==> config.mk <==
export PLATFORM = sky130hd
export DESIGN_NAME = serial_pattern_feeder_flat
export DESIGN_NICKNAME = d
export VERILOG_FILES = /design/src/rtl/serial_pattern_feeder_pkg.sv /design/src/rtl/serial_pattern_feeder_if.sv /design/src/rtl/serial_pattern_feeder_bit_tick_gen.sv /design/src/rtl/serial_pattern_feeder.sv /design/src/flat_wrapper.sv
export SDC_FILE = /design/constraint.sdc
export NUM_CORES = 1
export LEC_CHECK = 0
export CORE_UTILIZATION = 46
export DETAILED_ROUTE_END_ITERATION = 8
export GPL_TIMING_DRIVEN = 0
export MAX_ROUTING_LAYER = met4
export PLACE_DENSITY = 0.75
export SYNTH_ARGS = -nofsm -noshare
export SYNTH_HDL_FRONTEND = slang
export SYNTH_SLANG_ARGS = --single-unit
export TNS_END_PERCENT = 100
==> constraint.sdc <==
create_clock -name clk -period 1.4 [get_ports clk]
set_input_delay 0.14 -clock clk [delete_from_list [all_inputs] [get_ports clk]]
set_output_delay 0.14 -clock clk [all_outputs]
set_load 0.03 [all_outputs]
==> src/rtl/serial_pattern_feeder_pkg.sv <==
// serial_pattern_feeder_pkg: shared state encoding, idle line level and counter-width helper
package serial_pattern_feeder_pkg;
    typedef enum logic {IDLE = 1'b0, SHIFT = 1'b1} state_t;
    localparam logic IDLE_LEVEL = 1'b0;
    function automatic int clog2_min1(input int v);
        return (v <= 1) ? 1 : $clog2(v);
    endfunction
endpackage

==> src/rtl/serial_pattern_feeder_if.sv <==
// serial_pattern_feeder_if: load/data/cont request side and serial stream outputs
//   master drives load, data_in, cont; slave drives ready, busy, ser_out, bit_stb, done
interface serial_pattern_feeder_if #(parameter int WIDTH = 8);
    logic             load;
    logic [WIDTH-1:0] data_in;
    logic             cont;
    logic             ready;
    logic             busy;
    logic             ser_out;
    logic             bit_stb;
    logic             done;
    modport master(output load, data_in, cont, input ready, busy, ser_out, bit_stb, done);
    modport slave(input load, data_in, cont, output ready, busy, ser_out, bit_stb, done);
endinterface

==> src/rtl/serial_pattern_feeder_bit_tick_gen.sv <==
// bit_tick_gen: DIV-clock bit-period divider
//   clk, reset; clr restarts the period; en advances it; last marks the final tick of a run
//   tick: last cycle of the current bit period; stb: registered, high on the first cycle of a period
module bit_tick_gen
    import serial_pattern_feeder_pkg::*;
#(
    parameter int DIV = 1
) (
    input  logic clk,
    input  logic reset,
    input  logic clr,
    input  logic en,
    input  logic last,
    output logic tick,
    output logic stb
);
    localparam int DW = clog2_min1(DIV);
    localparam logic [DW-1:0] DLAST = DW'(DIV - 1);
    logic [DW-1:0] div_cnt;
    assign tick = en && div_cnt == DLAST;
    always_ff @(posedge clk) begin
        if (reset || clr)
            div_cnt <= '0;
        else if (en)
            div_cnt <= tick ? '0 : div_cnt + 1'b1;
        // a new period starts after a load or after any tick that does not end the run
        stb <= !reset && (clr || (tick && !last));
    end
endmodule

==> src/rtl/serial_pattern_feeder.sv <==
// serial_pattern_feeder: captures a WIDTH-bit word on load and shifts it out MSB-first, one bit per DIV clocks
//   clk, reset (sync, active-high); bus: serial_pattern_feeder_if slave
//   (load/data_in/cont in; ready/busy/ser_out/bit_stb/done out)
module serial_pattern_feeder
    import serial_pattern_feeder_pkg::*;
#(
    parameter int WIDTH = 8,
    parameter int DIV   = 1
) (
    input logic clk,
    input logic reset,
    serial_pattern_feeder_if.slave bus
);
    localparam int BW = clog2_min1(WIDTH);
    localparam logic [BW-1:0] BLAST = BW'(WIDTH - 1);
    state_t           state;
    logic [WIDTH-1:0] shreg, saved;
    logic [BW-1:0]    bit_cnt;
    logic             ser_q, busy_q, done_q, tick, stb, start, word_end;
    assign start    = state == IDLE && bus.load;
    assign word_end = tick && bit_cnt == BLAST;
    bit_tick_gen #(.DIV(DIV)) u_tick (
        .clk  (clk),
        .reset(reset),
        .clr  (start),
        .en   (state == SHIFT),
        .last (word_end && !bus.cont),
        .tick (tick),
        .stb  (stb)
    );
    // ser_out is registered, so it is loaded with the bit that shreg[WIDTH-1] will hold next cycle
    always_ff @(posedge clk) begin
        if (reset) begin
            state   <= IDLE;
            shreg   <= '0;
            saved   <= '0;
            bit_cnt <= '0;
            ser_q   <= IDLE_LEVEL;
            busy_q  <= 1'b0;
            done_q  <= 1'b0;
        end else begin
            done_q <= word_end;
            if (start) begin
                state   <= SHIFT;
                shreg   <= bus.data_in;
                saved   <= bus.data_in;
                bit_cnt <= '0;
                ser_q   <= bus.data_in[WIDTH-1];
                busy_q  <= 1'b1;
            end else if (word_end) begin
                bit_cnt <= '0;
                shreg   <= bus.cont ? saved : shreg << 1;
                ser_q   <= bus.cont ? saved[WIDTH-1] : IDLE_LEVEL;
                busy_q  <= bus.cont;
                state   <= bus.cont ? SHIFT : IDLE;
            end else if (tick) begin
                shreg   <= shreg << 1;
                bit_cnt <= bit_cnt + 1'b1;
                ser_q   <= shreg[WIDTH-2];
            end
        end
    end
    assign bus.ready   = state == IDLE;
    assign bus.busy    = busy_q;
    assign bus.ser_out = ser_q;
    assign bus.bit_stb = stb;
    assign bus.done    = done_q;
endmodule
==> src/flat_wrapper.sv <==
// flat-port wrapper written by rule: the top's interface ports become plain ports
module serial_pattern_feeder_flat import serial_pattern_feeder_pkg::*;
#(
    parameter int WIDTH = 8,
    parameter int DIV   = 1
)
  (clk, reset, bus_load, bus_data_in, bus_cont, bus_ready, bus_busy, bus_ser_out, bus_bit_stb, bus_done);
  serial_pattern_feeder_if #(.WIDTH(WIDTH)) bus_i ();
  input logic clk;
  input logic reset;
  input wire logic [$bits(bus_i.load)-1:0] bus_load;
  input wire logic [$bits(bus_i.data_in)-1:0] bus_data_in;
  input wire logic [$bits(bus_i.cont)-1:0] bus_cont;
  output wire logic [$bits(bus_i.ready)-1:0] bus_ready;
  output wire logic [$bits(bus_i.busy)-1:0] bus_busy;
  output wire logic [$bits(bus_i.ser_out)-1:0] bus_ser_out;
  output wire logic [$bits(bus_i.bit_stb)-1:0] bus_bit_stb;
  output wire logic [$bits(bus_i.done)-1:0] bus_done;
  assign bus_i.load = bus_load;
  assign bus_i.data_in = bus_data_in;
  assign bus_i.cont = bus_cont;
  assign bus_ready = bus_i.ready;
  assign bus_busy = bus_i.busy;
  assign bus_ser_out = bus_i.ser_out;
  assign bus_bit_stb = bus_i.bit_stb;
  assign bus_done = bus_i.done;
  serial_pattern_feeder #(.WIDTH(WIDTH), .DIV(DIV)) u_core (.clk(clk), .reset(reset), .bus(bus_i));
endmodule
==> impl_metrics.ini, run 1 <==
[timing]
post-route-min-period_ps = 1341
finalHoldViolations = 0
max_slew_margin_pct = 61.49
rsz0062_at_grt = no
finalClockSkew_ps = 12.38
clock.fmax_ghz = 0.7455
hold_ws_ps = 33.87
fin_ws_ps = 58.64
period_share_pct = 95.81
setup_violations = 0
final_max_slew_viol_count = 0
worst_slew_pin_slew_ps = 577.6
tns_ps = 0

[cts]
clock_tree.buffer_depth = 2
clk_pin_slew_ps = 130
cts.sinks = 23
cts_tree = built
clock_latency_ps = 310
h-tree-depth = 1
root_buffer = clkbuf_4
cts_setup_buffers = 0
cts_made_buffers = 3

[hold_path]
hp-class = in -> reg

[yosys]
synth_top_area_cell = dfxtp_1
ys_seq_area_share_pct = 42.15
synth_warnings = 0
avgSynthCellArea_um2 = 9.582
synth.most_common_cell = dfxtp_1
synth_area_mm2 = 0.001092
synth_cell_types = 29
synth_nets = 128
yosys-top-cells-count = dfxtp_1, a21oi_1, nand2_1, mux2i_1
async_reset_ff_share_pct = 0
synth.area.top_cells = dfxtp_1, a21oi_1, mux2i_1, buf_6, nand2_1
synth_edf_count = 0
netlist_instances = 114
synth_top_area_share_pct = 42.15
synth_ff_type = dfxtp_1
synth-seq-cells = 23

[finish]
regArea_um2 = 462.9
num_antenna_cells = 0
nNetsFinal = 147
stdcell_count = 160
num-fill-cells = 206
multi_input_area_um2 = 584.3
area_growth_pct = 20.96
layout-drive-gt1-share_pct = 23.48

[global_route]
grt_overflow_total = 0
grt_first_pass_wirelength_um = 3891
grt_antenna_before_repair = 0
grtUsageTotal_pct = 20.82
grt_most_used_layer = met2
grt_pass1_vias = 874
use_met2_pct = 32.89
use_met3_pct = 3.636
use_met1_pct = 26.31
grt_max_degree = 14

[critical_path]
worstSetupPathType = reg -> out
setup.worst_path.start_class = register
crit_arrival_ps = 1200
path_max_fanout = 10
crit_required_ps = 1260
critPathCaptureType = output port

[die]
ios = 17
dieArea_mm2 = 0.002574
row_count = 17
coreArea_mm2 = 0.002233
die_h_um = 50.73
initial_core_util_pct = 48.91
die_x_um = 50.73

[pwr]
leakage_nw = 0.5484
pwr_density_cell_mw_per_mm2 = 942.3
vdd_drop_max_mv = 0.5784

[detailed_routing]
initialDrtViolationCount = 23
vias = 901
postRouteAntennaNets = 0
wl_um = 2419
dr.pass1.iters = 4
drc_errors = 0
wl_per_cell_um = 15.12
vias_per_cell = 5.631

[placed_design]
io_buffers = 14
gp_congestion = 0.7937
hpwl_um = 1678
dp_cells = 156
dp_slack_ps = -88.53

[run_status]
status = completed

[flow_run]
cap_violations = 0
## critical path, cell delays in order (launching register included)
cell and delay [ps]:
dfxtp_2 390, buf_6 150, clkinvlp_4 140, clkbuf_4 210
## logic make-up (layout without fill, tap and decap cells)
group / Yosys count / in the layout / share of synthesized area, %
and+or+nand+nor: 42 / 42 / 22.34
buffers and inverters: 10 / 28 / 6.873
muxes: 11 / 11 / 10.54
AOI/OAI and AO/OA: 26 / 26 / 15.81
DFF: 23 / 23 / 42.15
adders and majority gates: 2 / 2 / 2.291
## what timing repair did
action | 4_1_cts | 5_1_grt
resized for setup | 11 | 7
hold buffers | 0 | 0
setup endpoints to repair | 14 | 8
pin swaps | 1 | 0
## area by class of cell
| type | instances | share of cell area (%) |
|---|---|---|
| flip-flops and latches | 23 | 35.04 |
| clock inverters | 1 | 0.3788 |
| repair buffers | 14 | 10.04 |
| multi-input cells | 81 | 44.22 |
| inverters | 2 | 0.8523 |
| clock buffers | 3 | 1.705 |
| plain buffers | 8 | 5.114 |
| well taps | 28 | 2.652 |
## registers in the layout (all words and copies together) (netlist names)
signal,cells
u_core.bus.ser_out,1
u_core.shreg,7
u_core.u_tick.div_cnt,1
u_core.bit_cnt,3
u_core.state,1
u_core.bus.done,1
u_core.u_tick.stb,1
u_core.saved,8
## worst paths after layout
path | startpoint | end | slack, ps | cells past startpoint
setup / recovery | u_core.state | bus_ready | 60 | 3
setup reg to reg | u_core.bit_cnt[0] | u_core.shreg[2] | 70 | 5
hold / removal | bus_load | u_core.u_tick.div_cnt | 30 | 2
hold reg to reg | u_core.saved[5] | u_core.saved[5] | 460 | 2
## cell usage in the layout, fill, tap and decap left out, drive strengths merged
| master | instances |
|---|---|
| nor2 | 4 |
| a211oi | 4 |
| o22ai | 4 |
| clkinvlp | 1 |
| o221ai | 2 |
| ha | 2 |
| nor4b | 1 |
| nand4 | 1 |
| nand2b | 3 |
| a21oi | 16 |
| nor3 | 5 |
| inv | 1 |
| and4bb | 2 |
| clkdlybuf4s50 | 9 |
| clkinv | 1 |
| and2b | 2 |
| mux2i | 7 |
| and3 | 5 |
| dfxtp | 23 |
| clkbuf | 6 |
| buf | 6 |
| nand2 | 17 |
| dlygate4sd2 | 4 |
| mux2 | 4 |
| nand4b | 2 |
## where the power goes
| group | leakage, nW | switching [mW] | total [mW] | internal, mW |
|---|---|---|---|---|
| clock network | 0.0177 | 0.199 | 0.305 | 0.107 |
| registers | 0.189 | 0.0218 | 0.714 | 0.692 |
| logic | 0.341 | 0.119 | 0.226 | 0.107 |
| total | 0.548 | 0.339 | 1.25 | 0.906 |
## routing by layer
metal / routed length (µm) / share of wire, %
met5: 0 / 0
met4: 44 / 1.8
met2: 1092 / 45
met1: 1172 / 48
met3: 109 / 4.5
## through the flow
| step | power (mW) | instance area (µm²) | utilization (%) |
|---|---|---|---|
| 6_report | 1.245 | 1321 | 59.16 |
| 5_1_grt | 1.298 | 1321 | 59.16 |
| 4_1_cts | 1.240 | 1292 | 57.87 |
| 3_5_place_dp | 0.9531 | 1267 | 56.75 |
| 3_3_place_gp | 0.9473 | 1267 | 56.75 |
| 2_1_floorplan | 0.8732 | 1092 | - |
Power figures use the tool's default switching activity.
==> run 2: changes to the inputs <==
--- a/config.mk
+++ b/config.mk
@@ -5,11 +5,12 @@
 export SDC_FILE = /design/constraint.sdc
 export NUM_CORES = 1
 export LEC_CHECK = 0
-export CORE_UTILIZATION = 46
+export CORE_UTILIZATION = 55
 export DETAILED_ROUTE_END_ITERATION = 8
 export GPL_TIMING_DRIVEN = 0
 export MAX_ROUTING_LAYER = met4
-export PLACE_DENSITY = 0.75
+export PLACE_DENSITY = 0.83
+export SETUP_SLACK_MARGIN = 0.05
 export SYNTH_ARGS = -nofsm -noshare
 export SYNTH_HDL_FRONTEND = slang
 export SYNTH_SLANG_ARGS = --single-unit
==> constraint.sdc (replaced) <==
create_clock -name clk -period 1.6 [get_ports clk]
set_input_delay 0.16 -clock clk [delete_from_list [all_inputs] [get_ports clk]]
set_output_delay 0.16 -clock clk [all_outputs]
set_load 0.03 [all_outputs]
==> run 2 against run 1 <==
Total power down 14%; sequential cell count unchanged; sequential share of layout area is 0.62 points higher; via count decreased by 0.89%; combinational power decreased by 14%; clock power fell by 16%; first-iteration DRC count increased by 4.3%; sequential power down 13%; highest routed layer unchanged; clock-buffer cell count grew 1; clock skew is 7.6 ps lower; final cell count shrank 1.9%; critical path depth is 2 lower; largest power group unchanged.
==> impl_metrics.ini, run 2 (synthesis results as in run 1) <==
[critical_path]
path_max_fanout = 2
cp.depth = 1
critPathCaptureType = output port
worstPathCellList = clkdlybuf4s50_1
worstSetupPathType = reg -> out
ff2ff_setup_slack_ps = 200
path_buf_inv = 1
crit_required_ps = 1440
setup.worst_path.start_class = register
crit_arrival_ps = 1300
critPathTopFamily = buffers and inverters
cpPeakStageDelay_ps = 660
critPathSlowestCell = clkdlybuf4s50_1
r2r_cells = 5

[cts]
clock_latency_ps = 300
cts.sinks = 23
cts_made_buffers = 3
cts_setup_buffers = 0
cts_tree = built
clk_pin_slew_ps = 120
root_buffer = clkbuf_4
ctsHoldBuffers = 0
clock_tree.buffer_depth = 2
h-tree-depth = 1

[run_status]
status = completed

[placed_design]
gp_congestion = 0.7887
hpwl_um = 1595
io_buffers = 14

[global_route]
grt_first_pass_wirelength_um = 3615
grt_pass1_vias = 790
grt_overflow_total = 0
grt_antenna_before_repair = 0
grtUsageTotal_pct = 24.94
grt_max_degree = 13

[detailed_routing]
postRouteAntennaNets = 0
dr.pass1.iters = 4
vias_per_cell = 5.688
wl_um = 2256
wl_per_cell_um = 14.37
vias = 893
initialDrtViolationCount = 24
drc_errors = 0

[die]
die_x_um = 46.57
row_count = 15
die_h_um = 46.57
coreArea_mm2 = 0.001802
ios = 17
initial_core_util_pct = 60.63
dieArea_mm2 = 0.002168

[finish]
reg.largest.list = u_core.saved (8), u_core.shreg (7), u_core.bit_cnt (3)
utilization_pct = 71.67
final_common_cell = dfxtp_1
nNetsFinal = 147
largest-register = u_core.saved
layout_common_cells = dfxtp_1, nand2_1, a21oi_1
layout-drive-gt1-share_pct = 18.94
largest_reg_flops = 8
area_growth_pct = 18.21
num_antenna_cells = 0

[pwr]
leakage_nw = 0.5347
fin_total_pwr_mw = 1.073
pwr_density_cell_mw_per_mm2 = 831.0
vdd_drop_max_mv = 0.5243

[timing]
worst_slew_pin_slew_ps = 569.7
rsz0062_at_grt = no
tns_ps = 0
period_share_pct = 91.08
final_max_slew_viol_count = 0
clock.fmax_ghz = 0.6862
max_slew_margin_pct = 62.02
setup_violations = 0
post-route-min-period_ps = 1457
finalHoldViolations = 0
finalClockSkew_ps = 4.752

[hold_path]
hp-class = in -> reg
holdPathStages = 2

[flow_run]
cap_violations = 0
run 2: final timing paths:
kind / start / end
min: bus_load / u_core.u_tick.div_cnt
max reg2reg: u_core.bit_cnt[0] / u_core.state
min reg2reg: u_core.saved[7] / u_core.saved[7]
max: u_core.bus.ser_out / bus_ser_out
run 2: cell type report:
| type | instances | area [µm²] |
|---|---|---|
| plain buffers | 8 | 67.56 |
| clock buffers | 4 | 26.28 |
| fillers | 153 | 510.5 |
| inverters | 2 | 7.507 |
| multi-input cells | 81 | 564.3 |
| flip-flops and latches | 23 | 460.4 |
| well taps | 25 | 31.28 |
| repair buffers | 14 | 133.9 |
run 2: layer usage:
| metal | track usage (%) | share of wire [%] | vias to the layer above |
|---|---|---|---|
| met5 | - | 0 | - |
| li1 | - | - | 446 |
| met4 | 8.824 | 0.84 | 0 |
| met3 | 3.529 | 3.3 | 2 |
| met2 | 42.50 | 50 | 25 |
| met1 | 29.38 | 46 | 420 |
run 2: metrics by stage:
stage / hold WS [ps] / area (µm²) / setup slack [ps] / cells
5_1_grt: 53.05 / 1291 / 97.10 / 157
2_1_floorplan: 296.0 / 1092 / 263.8 / 114
3_5_place_dp: 398.9 / 1264 / 109.0 / 153
4_1_cts: 68.60 / 1287 / 65.18 / 157
6_report: 76.67 / 1291 / 142.7 / 157
3_3_place_gp: 390.2 / 1264 / 125.8 / 153
run 2: power breakdown:
part / switching (mW) / internal [mW]
Clock: 0.159 / 0.0969
Sequential: 0.0181 / 0.604
Combinational: 0.100 / 0.0946
Total: 0.277 / 0.796
run 2: timing repair:
action / in CTS / in global routing
resized for setup: 2 / 4
pin swaps: 0 / 0
setup endpoints to repair: 2 / 5
==> RTL edit (settings of run 1) <==
`WIDTH` is set to 8 in 3 places; all go to 12.
--- a/src/rtl/serial_pattern_feeder_if.sv
+++ b/src/rtl/serial_pattern_feeder_if.sv
@@ -1,6 +1,6 @@
 // serial_pattern_feeder_if: load/data/cont request side and serial stream outputs
 //   master drives load, data_in, cont; slave drives ready, busy, ser_out, bit_stb, done
-interface serial_pattern_feeder_if #(parameter int WIDTH = 8);
+interface serial_pattern_feeder_if #(parameter int WIDTH = 12);
     logic             load;
     logic [WIDTH-1:0] data_in;
     logic             cont;
--- a/src/rtl/serial_pattern_feeder.sv
+++ b/src/rtl/serial_pattern_feeder.sv
@@ -4,7 +4,7 @@
 module serial_pattern_feeder
     import serial_pattern_feeder_pkg::*;
 #(
-    parameter int WIDTH = 8,
+    parameter int WIDTH = 12,
     parameter int DIV   = 1
 ) (
     input logic clk,
--- a/src/flat_wrapper.sv
+++ b/src/flat_wrapper.sv
@@ -1,7 +1,7 @@
 // flat-port wrapper written by rule: the top's interface ports become plain ports
 module serial_pattern_feeder_flat import serial_pattern_feeder_pkg::*;
 #(
-    parameter int WIDTH = 8,
+    parameter int WIDTH = 12,
     parameter int DIV   = 1
 )
   (clk, reset, bus_load, bus_data_in, bus_cont, bus_ready, bus_busy, bus_ser_out, bus_bit_stb, bus_done);
Interface: changed (resized bus_data_in); port bits go from 17 to 21. The function was not compared with the original's and may differ.
==> RTL edit against run 1 <==
- sequential share of layout area is 1.5 points lower
- routed wire length is 81% higher
- worst hold slack better by 0.23 ns
- non-clock buffer count is 16 higher
- synthesized area is 43% higher
- sequential cell count is 9 higher
- die area is 41% higher
- setup slack worse by 0.030 ns
- combinational power is 52% higher
- power is 53% higher
- design area is 46% higher
- critical endpoint is now u_core.bit_cnt[0]$_SDFFE_PP0P_
==> RTL edit: results (changes against run 1) <==
[cts]
clkLatencyLatePin_ns = 0.35  ; +0.04 ns
htreeDepth = 2  ; +1
cts_made_buffers = 5  ; +2
clk_pin_slew_ns = 0.09  ; -0.04 ns
cts_setup_buffers = 1  ; +1

[detailed_routing]
routed-wl-met3_um = 343  ; +210%
vias = 1625  ; +80%
via_per_inst = 6.23  ; +11%
wirelength_mm = 4.38  ; +81%
first_pass_iters = 5  ; +1
met1_length_mm = 1.85  ; +58%
met2_length_mm = 2.08  ; +91%
dr.first_iter.drc_count = 106  ; +360%

[placed_design]
dp_slack_ns = -0.310  ; -0.222 ns
hpwl_mm = 2.88  ; +72%
post_dp_cell_area_um2 = 1810  ; +43%
io_buffers = 19  ; +5
post-place-cells = 250  ; +60%
gp_congestion = 0.891  ; +12%

[global_route]
grt_first_pass_wirelength_mm = 7.07  ; +82%
grtUsageTotal_pct = 27.7  ; +6.9 points
met1_usage_pct = 32.3  ; +6.0 points
grt_use_met2_pct = 44.0  ; +11 points
grt_use_met3_pct = 6.06  ; +2.4 points
grt_max_degree = 11  ; -3

[timing]
worstMarginPinSlew_ns = 0.522  ; -0.0555 ns
fin_skew_ns = 0.0167  ; +0.00428 ns
fin_ws_ns = 0.0285  ; -0.0302 ns
whs_ns = 0.264  ; +0.231 ns

[pwr]
clock_power_share_pct = 29.7  ; +5.2 points
seqPwrFrac_pct = 52.3  ; -5.0 points
p_leak_nw = 0.700  ; +28%
powerComb_mw = 0.343  ; +52%
switching_power_mw = 0.555  ; +64%
ir_drop_uv = 567  ; -1.9%

[outcome]
status = completed

[synth]
syn-num-nets = 204  ; +59%
synth-compound-area-share_pct = 24.9  ; +9.1 points
ys_types = 33  ; +14%
synthMuxAreaShare_pct = 8.65  ; -1.9 points
synth_common_cells = dfxtp_1, nand2_1, o21ai_0
synthAdderAreaFrac_pct = 0.801  ; -1.5 points
yosysSeqAreaShare_pct = 41.0  ; -1.1 points
syn_inst = 187  ; +64%
synth.top_cells.by_area = dfxtp_1, nand2_1, o21ai_0, a21oi_1, mux2_1

[worst_setup_path]
crit_fanout = 4  ; -6
cp_top_family = simple AND/OR/NAND/NOR gates
setup.worst_path.end = u_core.bit_cnt[0]$_SDFFE_PP0P_
cp_data_arrival_time_ns = 1.64  ; +0.44 ns
critical-path-max-stage-delay_ns = 0.35  ; -0.04 ns
startpoint = u_core.bit_cnt[0]$_SDFFE_PP0P_
cp_slowest_cell = dfxtp_4

[cells_and_area]
seq_area_um2 = 648  ; +40%
finalNetCount = 233  ; +59%
nFillCells = 281  ; +36%
largestRegisters = u_core.saved: 12 flops, u_core.shreg: 11 flops, u_core.bit_cnt: 4 flops

[worst_hold_path]
holdPathStages = 3  ; +1

-- RTL edit: cell types whose count changed in the layout (fill, tap and decap cells not counted), sizes merged, moves of 4 or more --
cell           before  now
clkbuf              6   11
o21ai               0   23
mux2                4   12
and3                5    1
buf                 6   14
a31oi               0   11
mux2i               7    0
nand4               1   11
a211oi              4    0
o221ai              2    9
nand2              17   29
clkdlybuf4s50       9   14
dfxtp              23   32
-- RTL edit: cells by family (layout without fill, tap and decap cells) --
family,count (synthesis),count (layout)
AO/OA/AOI/OAI,65,65
multiplexers,12,12
AND/OR/NAND/NOR,58,58
adder cells (fa/ha/maj),1,1
flip-flops,32,32
buffers and inverters,19,49
-- RTL edit: final cells by class --
type / count / area share [%]
plain buffers: 16 / 5.51
clock buffers: 6 / 2.66
clock inverters: 2 / 0.518
inverters: 3 / 0.583
multi-input cells: 136 / 43.5
flip-flops and latches: 32 / 33.6
well taps: 44 / 2.85
repair buffers: 22 / 10.8
